File: config.mk
export PLATFORM = sky130hd
export DESIGN_NAME = multi_slot_lock_controller
export DESIGN_NICKNAME = d
export VERILOG_FILES = /design/src/rtl/lock_pkg.sv /design/src/rtl/lockout_timer.sv /design/src/rtl/multi_slot_lock_controller.sv
export SDC_FILE = /design/constraint.sdc
export NUM_CORES = 1
export LEC_CHECK = 0
export ABC_AREA = 0
export CORE_AREA = 5 5 118 120
export DETAILED_ROUTE_END_ITERATION = 8
export DIE_AREA = 0 0 123 125
export PLACE_DENSITY = 0.88
export REMOVE_ABC_BUFFERS = 1
export SYNTH_ARGS = -nofsm -noshare
export SYNTH_HDL_FRONTEND = slang
export SYNTH_SLANG_ARGS = --single-unit
File: constraint.sdc
create_clock -name clk -period 6.26 [get_ports clk]
set_input_delay 1.878 -clock clk [delete_from_list [all_inputs] [get_ports clk]]
set_output_delay 1.878 -clock clk [all_outputs]
set_load 0.1 [all_outputs]
File: src/rtl/lock_pkg.sv
// Shared types and constants for the multi-slot lock controller.
// Pure declarations, no logic.
// No flow control: constants only.
package lock_pkg;

    typedef enum logic [1:0] {
        ST_IDLE,
        ST_CHECK,
        ST_OPEN,
        ST_LOCKOUT
    } state_t;

    localparam logic [3:0] DIGIT_ERR   = 4'hE;
    localparam logic [3:0] DIGIT_BLANK = 4'hF;

endpackage

File: src/rtl/lockout_timer.sv
// Lockout interval timer with LED flasher.
// active/led rise on the edge after start; active stays high exactly LOCK_CYC cycles.
// No backpressure: start is a one-cycle pulse, done marks the final active cycle.
module lockout_timer #(
    parameter int LOCK_CYC   = 1000,
    parameter int FLASH_HALF = 50
) (
    input  logic clk,
    input  logic clr,
    input  logic start,
    output logic active,
    output logic led,
    output logic done
);

    localparam int CW = $clog2(LOCK_CYC + 1);
    localparam int FW = $clog2(FLASH_HALF + 1);
    localparam logic [CW-1:0] CYC_LAST   = CW'(LOCK_CYC - 1);
    localparam logic [FW-1:0] FLASH_LAST = FW'(FLASH_HALF - 1);

    logic [CW-1:0] cyc;
    logic [FW-1:0] fcnt;

    // done lets the controller leave lockout on the same edge active drops
    assign done = active && (cyc == CYC_LAST);

    // Interval counter plus half-period counter; LED starts lit on entry
    always_ff @(posedge clk) begin
        if (clr) begin
            active <= 1'b0;
            led    <= 1'b0;
            cyc    <= '0;
            fcnt   <= '0;
        end else if (start) begin
            active <= 1'b1;
            led    <= 1'b1;
            cyc    <= '0;
            fcnt   <= '0;
        end else if (active) begin
            if (done) begin
                active <= 1'b0;
                led    <= 1'b0;
                cyc    <= '0;
                fcnt   <= '0;
            end else begin
                cyc <= cyc + CW'(1);
                if (fcnt == FLASH_LAST) begin
                    fcnt <= '0;
                    led  <= ~led;
                end else begin
                    fcnt <= fcnt + FW'(1);
                end
            end
        end
    end

endmodule

File: src/rtl/multi_slot_lock_controller.sv
// Keypad lock: N-digit entry buffer, K password slots, error counting and timed lockout.
// disp/set pulses one cycle after the strobe; unlock/lockout/err_cnt two cycles after enter.
// No backpressure: strobes arriving in CHECK or LOCKOUT are dropped, keys beyond DIGITS ignored.
module multi_slot_lock_controller
    import lock_pkg::*;
#(
    parameter int DIGITS     = 6,
    parameter int SLOTS      = 4,
    parameter int MAX_ERR    = 3,
    parameter int LOCK_CYC   = 1000,
    parameter int FLASH_HALF = 50,
    localparam int SEL_W     = (SLOTS > 1) ? $clog2(SLOTS) : 1
) (
    input  logic                clk,
    input  logic                clr,
    input  logic                mode,
    input  logic [SEL_W-1:0]    slot_sel,
    input  logic                key_valid,
    input  logic [3:0]          key_in,
    input  logic                enter,
    input  logic                cancel,
    output logic [DIGITS*4-1:0] disp,
    output logic                unlocked,
    output logic                set_ok,
    output logic                set_rej,
    output logic [3:0]          err_cnt,
    output logic                locked_out,
    output logic                led
);

    localparam int BW = DIGITS * 4;
    localparam int CW = $clog2(DIGITS + 1);
    localparam logic [CW-1:0] CNT_FULL = CW'(DIGITS);
    localparam logic [3:0]    ERR_MAX  = 4'(MAX_ERR);
    localparam logic [3:0]    ERR_LAST = 4'(MAX_ERR - 1);

    state_t          state, nstate;
    logic [BW-1:0]   ent_buf;
    logic [CW-1:0]   cnt;
    logic            bad;
    logic [BW-1:0]   slot_mem [SLOTS];
    logic [SLOTS-1:0] slot_vld;

    logic buf_clr, buf_shift, slot_wr, ok_n, rej_n;
    logic err_clr, err_inc, tmr_start, tmr_active, tmr_done;
    logic full, entry_ok, any_hit, match, sel_ok, sel_free;
    logic [3:0] key_dig;

    assign full     = (cnt == CNT_FULL);
    assign entry_ok = full && !bad;
    assign key_dig  = (key_in > 4'd9) ? DIGIT_ERR : key_in;
    assign sel_ok   = (int'(slot_sel) < SLOTS);
    assign sel_free = sel_ok && !slot_vld[slot_sel];

    // Parallel compare of the buffer against every valid slot
    always_comb begin
        any_hit = 1'b0;
        for (int i = 0; i < SLOTS; i++) begin
            if (slot_vld[i] && (slot_mem[i] == ent_buf)) any_hit = 1'b1;
        end
        match = any_hit && entry_ok;
    end

    // Next-state and strobe decode; cancel beats enter, enter beats key_valid
    always_comb begin
        nstate    = state;
        buf_clr   = 1'b0;
        buf_shift = 1'b0;
        slot_wr   = 1'b0;
        ok_n      = 1'b0;
        rej_n     = 1'b0;
        err_clr   = 1'b0;
        err_inc   = 1'b0;
        tmr_start = 1'b0;
        case (state)
            ST_IDLE, ST_OPEN: begin
                if (cancel) begin
                    buf_clr = 1'b1;
                end else if (enter) begin
                    if (!mode) begin
                        // Overwriting a valid slot is only allowed while open
                        buf_clr = 1'b1;
                        if (entry_ok && ((state == ST_OPEN) ? sel_ok : sel_free)) begin
                            slot_wr = 1'b1;
                            ok_n    = 1'b1;
                        end else begin
                            rej_n = 1'b1;
                        end
                    end else if (state == ST_IDLE) begin
                        nstate = ST_CHECK;
                    end else if (cnt == '0) begin
                        nstate = ST_IDLE;
                    end
                end else if (key_valid && !full) begin
                    buf_shift = 1'b1;
                end
            end
            ST_CHECK: begin
                buf_clr = 1'b1;
                if (match) begin
                    err_clr = 1'b1;
                    nstate  = ST_OPEN;
                end else begin
                    err_inc = 1'b1;
                    if (err_cnt >= ERR_LAST) begin
                        nstate    = ST_LOCKOUT;
                        tmr_start = 1'b1;
                    end else begin
                        nstate = ST_IDLE;
                    end
                end
            end
            ST_LOCKOUT: begin
                if (tmr_done) begin
                    nstate  = ST_IDLE;
                    err_clr = 1'b1;
                end
            end
            default: nstate = ST_IDLE;
        endcase
    end

    // State register
    always_ff @(posedge clk) begin
        if (clr) state <= ST_IDLE;
        else     state <= nstate;
    end

    // Entry buffer: shift left, newest digit in the low nibble
    always_ff @(posedge clk) begin
        if (clr || buf_clr) begin
            ent_buf <= {DIGITS{DIGIT_BLANK}};
            cnt     <= '0;
            bad     <= 1'b0;
        end else if (buf_shift) begin
            ent_buf <= {ent_buf[BW-5:0], key_dig};
            cnt     <= cnt + CW'(1);
            if (key_in > 4'd9) bad <= 1'b1;
        end
    end

    // Password store
    always_ff @(posedge clk) begin
        if (clr) begin
            for (int i = 0; i < SLOTS; i++) slot_mem[i] <= '0;
            slot_vld <= '0;
        end else if (slot_wr) begin
            slot_mem[slot_sel] <= ent_buf;
            slot_vld[slot_sel] <= 1'b1;
        end
    end

    // Consecutive failure count (saturating) and one-cycle set result pulses
    always_ff @(posedge clk) begin
        if (clr) begin
            err_cnt <= '0;
            set_ok  <= 1'b0;
            set_rej <= 1'b0;
        end else begin
            set_ok  <= ok_n;
            set_rej <= rej_n;
            if (err_clr)                          err_cnt <= '0;
            else if (err_inc && err_cnt < ERR_MAX) err_cnt <= err_cnt + 4'd1;
        end
    end

    lockout_timer #(
        .LOCK_CYC   (LOCK_CYC),
        .FLASH_HALF (FLASH_HALF)
    ) u_timer (
        .clk    (clk),
        .clr    (clr),
        .start  (tmr_start),
        .active (tmr_active),
        .led    (led),
        .done   (tmr_done)
    );

    assign disp       = ent_buf;
    assign unlocked   = (state == ST_OPEN);
    assign locked_out = (state == ST_LOCKOUT) && tmr_active;

endmodule

# After elaboration in Yosys (flattened, before gate mapping)
# Memories as Yosys holds them, arrays and structs flattened.
# Cells that the tools add are included.
# op_classes
addsub	4
order_cmp	5
eq_ne	15
mux	59
bitwise	4
n_reduce_logical	28
# op_table
cell	count
$eq 24x24->1	4
$mux 1	40
$mux 24	1
$reduce_or 24->1	1
$mux 2	9
$logic_and 1x1->1	12
$mux 6	2
$add 10x1->10 const B	1
$eq 10x10->1 const B	1
$mux 10	1
$ne 2x2->1 const B	4
$add 6x1->6 const B	1
$eq 6x6->1 const B	1
$pmux 2 s3	1
$reduce_or 2->1	3
$reduce_and 5->1	1
$reduce_or 5->1	1
$add 4x1->4 const B	1
$eq 2x2->1 const B	2
$ge 4x2->1 const B	1
$gt 4x4->1 const B	1
$lt 4x2->1 const B	1
$mux 4	1
$or 4x4->4	1
17 further kinds	23
# totals
register_bits	58
ram_bits	96
in_bits	12
output_inout_bits	33
word_cells	128
memories	1
# mem_list
memory	words	word_bits	rd	rd_clocked_by_memory_dff	write_ports	line_no	text
slot_mem	4	24	4	0	4	multi_slot_lock_controller.sv:41	logic [BW-1:0] slot_mem [SLOTS];

# Longest topological paths before layout
# depth
depth_word	15
ltp_mapped	11
ltp_nobuf	9

# By module
# A second synthesis with hierarchy kept.
# hier_totals
cells_unflattened	670
hier_area_um2	7293.2
# by_module_without_submodules
mod	instances	cells_each	area_per_inst_um2	seq_area_each_um2
multi_slot_lock_controller	1	565	6403.6	3683.5
lockout_timer	1	105	889.6	360.3

# Worst setup path before layout
# OpenSTA, ideal clock, no wires.
# synth_timing
path_kind	in2reg
startpoint	in slot_sel[0]
endpoint	mem slot_mem[0][0] (netlist bit) (enable)
setup_ps	439
arrival_time_ps	4694
required_time_ps	5821
setup_slack_ps	1128
path_stages	6
n_path_buf	1
cell_sequence	mux4_2 > a21oi_1 > and3_1 > buf_4 > inv_4 > o21ai_0
# synth_lines
item	line_no	text
from (decl)	multi_slot_lock_controller.sv:17	input logic [SEL_W-1:0] slot_sel,
to (decl)	multi_slot_lock_controller.sv:41	

==> impl_results.md <==
* Routed vias at 5,064
* Final nets at 724
* Crit path kind: primary input to flip-flop
* Max VDD drop at roughly 0.00016 V
* Syn. warnings at 0
* Achievable clock frequency at 0.2210 GHz
* Synthesis-to-layout area growth at 14.41%
* Chip height at 125 µm
* Die area at 15,380 µm²
* Initial antenna violation count at 0
* Worst Skew at 11.23 ps
* # setup viols final at 0
* Total GRT Usage at 23.04%
* CTS tree: done
* Initial Util at 57.00%
* Global route overflow at 0
* IO Port Bufs at 44
* Clk_lat worst skew at 430 ps
* Mapped Cells at 679
* Top_reg_cell synth: edfxtp_1
* Num CTS Buffers at 17
* Area of the multi-input gates at 2980 µm²
* Hold_ws at about 470 ps
* CTS Buffer Depth at 2
* Worst Hold Class: flip-flop to flip-flop
* Leak at 3.185 nW
* Max-Cap Viols at 0
* Routability cong. at 0.8749
* Detailed Routing Iterations Pass 1 at 5
* Hold_buf cts at 0
* Post-synth cell types at 51
* I/O pin count at 45
* RSZ-0062 raised after global routing: no
* Share of the synthesized area in the top cell type at 39.28%
* Top post-synthesis cells by area: edfxtp_1 (39%), dfxtp_1 (16%), xnor2_1 (10%)
* Clock Sink Count at 154
* Via density at 5.671
* Overall power at roughly 2.2 mW
* Final slew viol count at 0
* Final Routed Wirelength at 16,910 µm
* Filler Cell Count at 953
* Die width at 123 µm
* Share of layout cells above drive strength 1 at 9.902%
* Status: finished clean
* First-pass GRT wire length at 27,020 µm
* Critical path startpoint category: primary input
* H-tree depth at 4
* Worst Path Arrival at 4810 ps
* Area of the core at 12,870 µm²
* Avg Synthesized Cell Area at 10.81 µm²
* Resize count post-CTS at 0
* Hold Vio Cnt, Final at 0
* EDFF count, synth at 96
* Crit end category: flip-flop
* Seq cells post-synth at about 150
* Ant diodes at 0
* Initial DRC count at 476
* Clock-pin slew on the worst setup and hold paths at approximately 60 ps
* WP data required at 6540 ps
* Worst setup margin at 1735 ps
* Crit-path max FO at 25
* Setup TNS at 0 ps
* Least-Margin Pin Slew at 1217 ps
* Largest net degree at the start of global routing at 29
* Final critical-path required period at 4525 ps
* Cell Pwr Density at between 200 and 300 nW/µm²
* Residual DRC count at 0
* Post-synthesis async set-or-reset flop share at 0%
* Antenna Violating Nets Remaining at 0
* Relative slew margins at 18.87%
* Post-CTS setup buffer count at 0
* Wire length per cell at 18.94 µm
* Root buffer cell: clkbuf_16
* Largest area contributor in the netlist: edfxtp_1
* FF/Latch Area at 4044 µm²
* Pre-CTS setup slack at approximately 1400 ps
* Tcrit/Tclk final at between 70 and 80%
* Row count at between 40 and 50
* DP Wirelength at 11,160 µm
* Sequential element share of the synthesized area at 55.11%
* Post-Syn Area at between 7000 and 8000 µm²
* Number of global-route vias before repair at 5,243
==> per-layer routing <==
layer | vias up | GRT usage (%) | share of wire (%)
met3 | 32 | 6.007 | 8.3
met5 | - | 0 | 0
met1 | 2477 | 29.59 | 41
met2 | 199 | 37.73 | 49
li1 | 2356 | - | -
met4 | 0 | 8.143 | 2.3
==> cells by family after synthesis <==
family,count (synthesis),share of synthesized area [%]
fa+ha+maj,8,1.364
compound gates,45,4.297
simple gates,297,21.72
xor+xnor,104,12.41
mux,3,0.6138
flops,154,55.11
buf+inv,68,4.484
==> cell usage after synthesis, types with 9 or more instances <==
cell type,n
edfxtp_1,96
xnor2_1,85
and2_1,74
nand2_1,67
dfxtp_1,58
nor2_1,39
nand3_1,33
buf_2,26
nand4_1,25
inv_1,20
xor2_1,19
and3_2,13
o21ai_0,13
clkbuf_1,12
nor3_1,11
a21oi_1,9
==> cells in the final DEF (no fill, tap or decap), drive strengths merged, types with 21 or more instances in the layout <==
cell type,count
nand3,33
nor2,41
clkdlybuf4s50,44
edfxtp,96
nand4,25
and2,78
xnor2,85
inv,21
nand2,67
dfxtp,58
==> stage by stage <==
step	instances	instance area (µm²)	utilization (%)
6_report	893	8396	65.21
3_5_place_dp	861	7834	60.85
4_1_cts	893	8396	65.21
5_1_grt	893	8396	65.21
3_3_place_gp	861	7834	60.85
2_1_floorplan	632	7091	-
==> cell type report <==
| cell class | count | area share (%) |
|---|---|---|
| Sequential cell | 154 | 48.17 |
| Clock buffer | 19 | 5.156 |
| Timing Repair Buffer | 53 | 6.051 |
| Tap cell | 176 | 2.623 |
| Multi-Input combinational cell | 457 | 35.50 |
| Inverter | 21 | 0.9687 |
| Clock inverter | 13 | 1.535 |
==> power breakdown <==
| group | leakage (nW) | switching, mW | internal [mW] | total [mW] |
|---|---|---|---|---|
| sequential | 1.46 | 0.0220 | 1.10 | 1.12 |
| clock | 0.260 | 0.397 | 0.581 | 0.978 |
| combinational | 1.46 | 0.0767 | 0.0422 | 0.119 |
| total | 3.19 | 0.496 | 1.72 | 2.22 |
==> state kept, by name, indices dropped and copies added, names as in the netlist, 2 cells and up <==
signal / flops
state: 2
slot_vld: 4
u_timer.fcnt: 6
err_cnt: 4
u_timer.cyc: 10
slot_mem: 96
cnt: 3
disp: 24
==> worst max-delay path: stages <==
cell             delay [ps]
clkdlybuf4s50_1         550
mux4_2                  520
a21oi_1                 230
and3_1                  190
buf_4                   260
inv_4                   140
nor2_1                  760
and2_1                  260
==> path summary, 6_finish.rpt <==
path                                   from         endpoint  slack [ps]  cells after the start
worst min-delay path                    bad              bad         470                      1
worst max register to register       cnt[0]  slot_mem[2][13]        3310                     10
worst min register to register          bad              bad         470                      1
worst max-delay path            slot_sel[0]  slot_mem[2][13]        1730                      8
(Power assumes the default switching activity.)
==> variant 1 (same settings) <==
Encoding of `state_t`: now Gray code (2 bits for 4 states).
--- a/src/rtl/lock_pkg.sv
+++ b/src/rtl/lock_pkg.sv
@@ -4,10 +4,10 @@
 package lock_pkg;
 
     typedef enum logic [1:0] {
-        ST_IDLE,
-        ST_CHECK,
-        ST_OPEN,
-        ST_LOCKOUT
+        ST_IDLE    = 2'b00,
+        ST_CHECK   = 2'b01,
+        ST_OPEN    = 2'b11,
+        ST_LOCKOUT = 2'b10
     } state_t;
 
     localparam logic [3:0] DIGIT_ERR   = 4'hE;
Behaviour: same outputs for any inputs over 4 cycles, from zero or initial values; so few cycles prove little.
==> variant 1 against the original RTL <==
Routed wire length rose by 11%; setup slack got worse by 0.13 ns; cell count increased by 5.3%; synthesized area rose by 4.4%; synthesized cell count is 8.4% higher; hold slack better by 0.016 ns; via count increased by 8.2%; sequential cell count did not move; cell area increased by 2.0%; highest routed layer unchanged.
Power is not compared: it rests on default switching activity, and its combinational part moved more than twofold at a synthesized area within 25%.
==> variant 1: results <==
# TYPE chip_impl_metric gauge
chip_impl_metric{name="globalplace.congestion",unit=""} 0.9842
chip_impl_metric{name="final_nets",unit=""} 775
chip_impl_metric{name="synth_sequential_area_ratio",unit=""} 0.5278
chip_impl_metric{name="clock_skew",unit="ns"} 0.008545
chip_impl_metric{name="place_inst",unit=""} 908
chip_impl_info{name="run_status",value="finished, final reports clean"} 1
chip_impl_metric{name="drt_first_iter_violations",unit=""} 695
chip_impl_metric{name="final.min_clock_period",unit="ns"} 4.653
chip_impl_metric{name="post_synth_num_cell_types",unit=""} 49
chip_impl_info{name="worst_r2r_endpoint",value="slot_mem[0][22]$_SDFFCE_PN0P_"} 1
chip_impl_metric{name="synthXorXnorAreaFrac",unit=""} 0.1252
chip_impl_metric{name="syn-instance-count",unit=""} 736
chip_impl_metric{name="num_vias",unit=""} 5479
chip_impl_metric{name="groute.usage.overall",unit=""} 0.2524
chip_impl_metric{name="ff2ff_path_depth",unit=""} 6
chip_impl_info{name="worst_r2r_startpoint",value="state[0]$_SDFFE_PP0P_"} 1
chip_impl_info{name="synth.cells.most_frequent",value="nor2_1 (101), xnor2_1 (99), edfxtp_1 (96), nand2_1 (86), dfxtp_1 (58)"} 1
chip_impl_metric{name="met2_length",unit="um"} 9339
chip_impl_metric{name="first_global_vias",unit=""} 5414
chip_impl_metric{name="layout.core_utilization",unit=""} 0.6654
chip_impl_metric{name="place_area",unit="mm^2"} 0.007965
chip_impl_metric{name="met3_wirelength",unit="um"} 1382
chip_impl_metric{name="groute.layer.met3.usage",unit=""} 0.05465
chip_impl_metric{name="crit_arrival",unit="ns"} 4.70
chip_impl_metric{name="worst_slew_margin_rel",unit=""} 0.1954
chip_impl_metric{name="share_of_post_route_cells_with_drive_strength_above_1",unit=""} 0.07853
chip_impl_metric{name="wire_per_inst",unit="um"} 19.89
chip_impl_metric{name="setup.reg_to_reg.worst_slack",unit="ns"} 3.16
chip_impl_metric{name="totalWireLength",unit="um"} 18690
chip_impl_metric{name="grt_util_met1",unit=""} 0.3172
chip_impl_metric{name="critical_path_peak_fanout",unit=""} 24
chip_impl_metric{name="synthAdderAreaFrac",unit=""} 0.01960
chip_impl_metric{name="synth_compound_gate_area_share",unit=""} 0.04050
chip_impl_metric{name="fin_hold_ws",unit="ns"} 0.4858
chip_impl_metric{name="routedLengthMet1",unit="um"} 7416
chip_impl_metric{name="dp_slack",unit="ns"} 1.206
chip_impl_metric{name="fillCellCount",unit=""} 947
variant 1: worst max-delay path by stage:
stage,startpoint,end
floorplan,slot_sel[0],slot_mem[1][9]$_SDFFCE_PN0P_
global placement,slot_sel[0],slot_mem[0][12]$_SDFFCE_PN0P_
detailed placement,slot_sel[0],slot_mem[0][8]$_SDFFCE_PN0P_
CTS,slot_sel[0],slot_mem[0][7]$_SDFFCE_PN0P_
global route,slot_sel[0],slot_mem[0][17]$_SDFFCE_PN0P_
finish,slot_sel[0],slot_mem[0][22]$_SDFFCE_PN0P_
variant 1: cell type report:
cell class | count | area share
Clock buffer | 20 | 0.05331
Multi-Input combinational cell | 500 | 0.3644
Timing Repair Buffer | 47 | 0.05404
Clock inverter | 12 | 0.01694
Inverter | 31 | 0.01358
Sequential cell | 154 | 0.4720
Tap cell | 176 | 0.02570
variant 1: critical path, stage by stage:
cell and delay (ns):
clkdlybuf4s50_1 0.64, mux4_2 0.55, nand2b_1 0.11, nand2_1 0.11, nor2_1 0.41, a21o_1 0.99
==> variant 2 (config.mk and constraints unchanged) <==
Without the edit above. Set the parameter `DIGITS` to 7 (it was 6).
--- a/src/rtl/multi_slot_lock_controller.sv
+++ b/src/rtl/multi_slot_lock_controller.sv
@@ -4,7 +4,7 @@
 module multi_slot_lock_controller
     import lock_pkg::*;
 #(
-    parameter int DIGITS     = 6,
+    parameter int DIGITS     = 7,
     parameter int SLOTS      = 4,
     parameter int MAX_ERR    = 3,
     parameter int LOCK_CYC   = 1000,
Interface: changed (resized disp); port bits go from 45 to 49. No check against the original RTL was run, so the function may have changed too.
==> variant 2 against the original RTL <==
Setup slack better by 0.14 ns; power up 15%; sequential power up 13%; clock power up 17%; cell area up 8.7%; sequential cell count up 20; routed wire length up 16%; via count up 14%; hold slack better by 0.0083 ns; critical path depth down 5; combinational power up 25%; synthesized area up 8.8%; count of clock-buffer cells in the layout down 1; largest cell class unchanged; highest routed layer unchanged.
==> variant 2: results <==
# TYPE chip_impl_metric gauge
chip_impl_metric{name="first_global_vias",unit=""} 5813
chip_impl_metric{name="place_area",unit="mm^2"} 0.008503
chip_impl_metric{name="drt_first_iter_violations",unit=""} 648
chip_impl_metric{name="whs_path_depth",unit=""} 2
chip_impl_info{name="worst_r2r_endpoint",value="u_timer.cyc[5]$_SDFFE_PP0P_"} 1
chip_impl_metric{name="ff2ff_path_depth",unit=""} 7
chip_impl_info{name="run_status",value="finished, final reports clean"} 1
chip_impl_metric{name="critical_path.max_stage_delay",unit="ns"} 1.14
chip_impl_metric{name="crit_arrival",unit="ns"} 2.50
chip_impl_info{name="worst_r2r_startpoint",value="disp[26]$_SDFFE_PP1P_"} 1
chip_impl_metric{name="syn-instance-count",unit=""} 778
chip_impl_info{name="path_delay_family",value="buffers and inverters"} 1
chip_impl_metric{name="critical_path_peak_fanout",unit=""} 13
chip_impl_metric{name="largest_net_degree_at_the_start_of_global_routing",unit=""} 33
chip_impl_metric{name="worst_slew_margin_rel",unit=""} 0.08171
chip_impl_metric{name="portBuffers",unit=""} 48
chip_impl_info{name="synth_area_leaders",value="edfxtp_1 (42%), dfxtp_1 (16%), xnor2_1 (12%), nor2_1 (5.3%), nand2_1 (4.2%)"} 1
chip_impl_metric{name="globalplace.congestion",unit=""} 0.8944
chip_impl_metric{name="final_nets",unit=""} 814
chip_impl_metric{name="grt_pass1_wl",unit="um"} 31420
chip_impl_metric{name="p_leak",unit="nW"} 3.434
chip_impl_metric{name="totalWireLength",unit="um"} 19620
chip_impl_metric{name="viasPerCell",unit=""} 5.893
chip_impl_metric{name="wire_per_inst",unit="um"} 19.96
chip_impl_metric{name="share_of_post_route_cells_with_drive_strength_above_1",unit=""} 0.06320
chip_impl_info{name="min_to",value="err_cnt[2]$_SDFFE_PP0P_"} 1
-- variant 2: cell types whose count changed after synthesis, moves of 10 or more --
cell / before / now
and2_1: 74 / 2
edfxtp_1: 96 / 112
a21oi_1: 9 / 20
nor2_1: 39 / 113
nand2_2: 0 / 10
buf_2: 26 / 6
inv_1: 20 / 41
clkbuf_1: 12 / 45
nand2_1: 67 / 89
xor2_1: 19 / 7
xnor2_1: 85 / 111
and3_2: 13 / 0
-- variant 2: report_power, final --
| part | internal [mW] | switching, mW |
|---|---|---|
| registers | 1.25 | 0.0245 |
| logic | 0.0487 | 0.101 |
| clock network | 0.701 | 0.440 |
| total | 2.00 | 0.565 |
-- variant 2: logic make-up (layout without fill, tap and decap cells) --
| kind of cell | after synthesis | count (layout) | synth area share |
|---|---|---|---|
| DFF | 174 | 174 | 0.5764 |
| muxes | 1 | 1 | 0.002819 |
| xor gates and xnor gates | 118 | 118 | 0.1294 |
| adders and majority gates | 8 | 8 | 0.01253 |
| AOI/OAI and AO/OA | 58 | 58 | 0.04558 |
| buffers and inverters | 99 | 128 | 0.04950 |
| and+or+nand+nor | 320 | 320 | 0.1837 |
-- variant 2: final cells by class --
| cell class | count | area [um^2] |
|---|---|---|
| fill | 864 | 3745 |
| sequential | 174 | 4604 |
| inverter | 41 | 153.9 |
| multi-input combinational | 505 | 2992 |
| tap | 176 | 220.2 |
| timing repair buffer | 55 | 533.0 |
| clock buffer | 18 | 429.2 |
| clock inverter | 14 | 197.7 |
-- variant 2: worst max-delay path by stage --
| stage | endpoint | from | cells after the start |
|---|---|---|---|
| final | locked_out | u_timer.active$_SDFF_PP0_ | 3 |
| after global routing | locked_out | u_timer.active$_SDFF_PP0_ | 3 |
| after CTS | locked_out | u_timer.active$_SDFF_PP0_ | 3 |
| after detailed placement | slot_mem[3][21]$_DFFE_PP_ | slot_sel[0] | 4 |
| after global placement | slot_mem[3][15]$_DFFE_PP_ | slot_sel[0] | 4 |
| after floorplan | slot_mem[1][1]$_SDFFCE_PN0P_ | slot_sel[0] | 5 |
-- variant 2: stage by stage --
step / hold WS [ns] / power (mW) / setup slack, ns
after global placement: 0.4448 / 1.436 / 1.658
after global routing: 0.4992 / 2.619 / 1.751
after detailed placement: 0.4676 / 1.441 / 1.557
after floorplan: 0.4318 / 1.388 / 2.268
final: 0.4783 / 2.562 / 1.878
after CTS: 0.4766 / 2.557 / 1.872
-- variant 2: routing by layer --
metal / GRT usage / up-vias / routed length (um) / share of wire
li1: - / 2636 / - / -
met1: 0.3426 / 2776 / 7135 / 0.36
met4: 0.1088 / 0 / 668 / 0.034
met3: 0.05872 / 54 / 1925 / 0.098
met5: 0 / - / 0 / 0
met2: 0.4432 / 327 / 9891 / 0.50
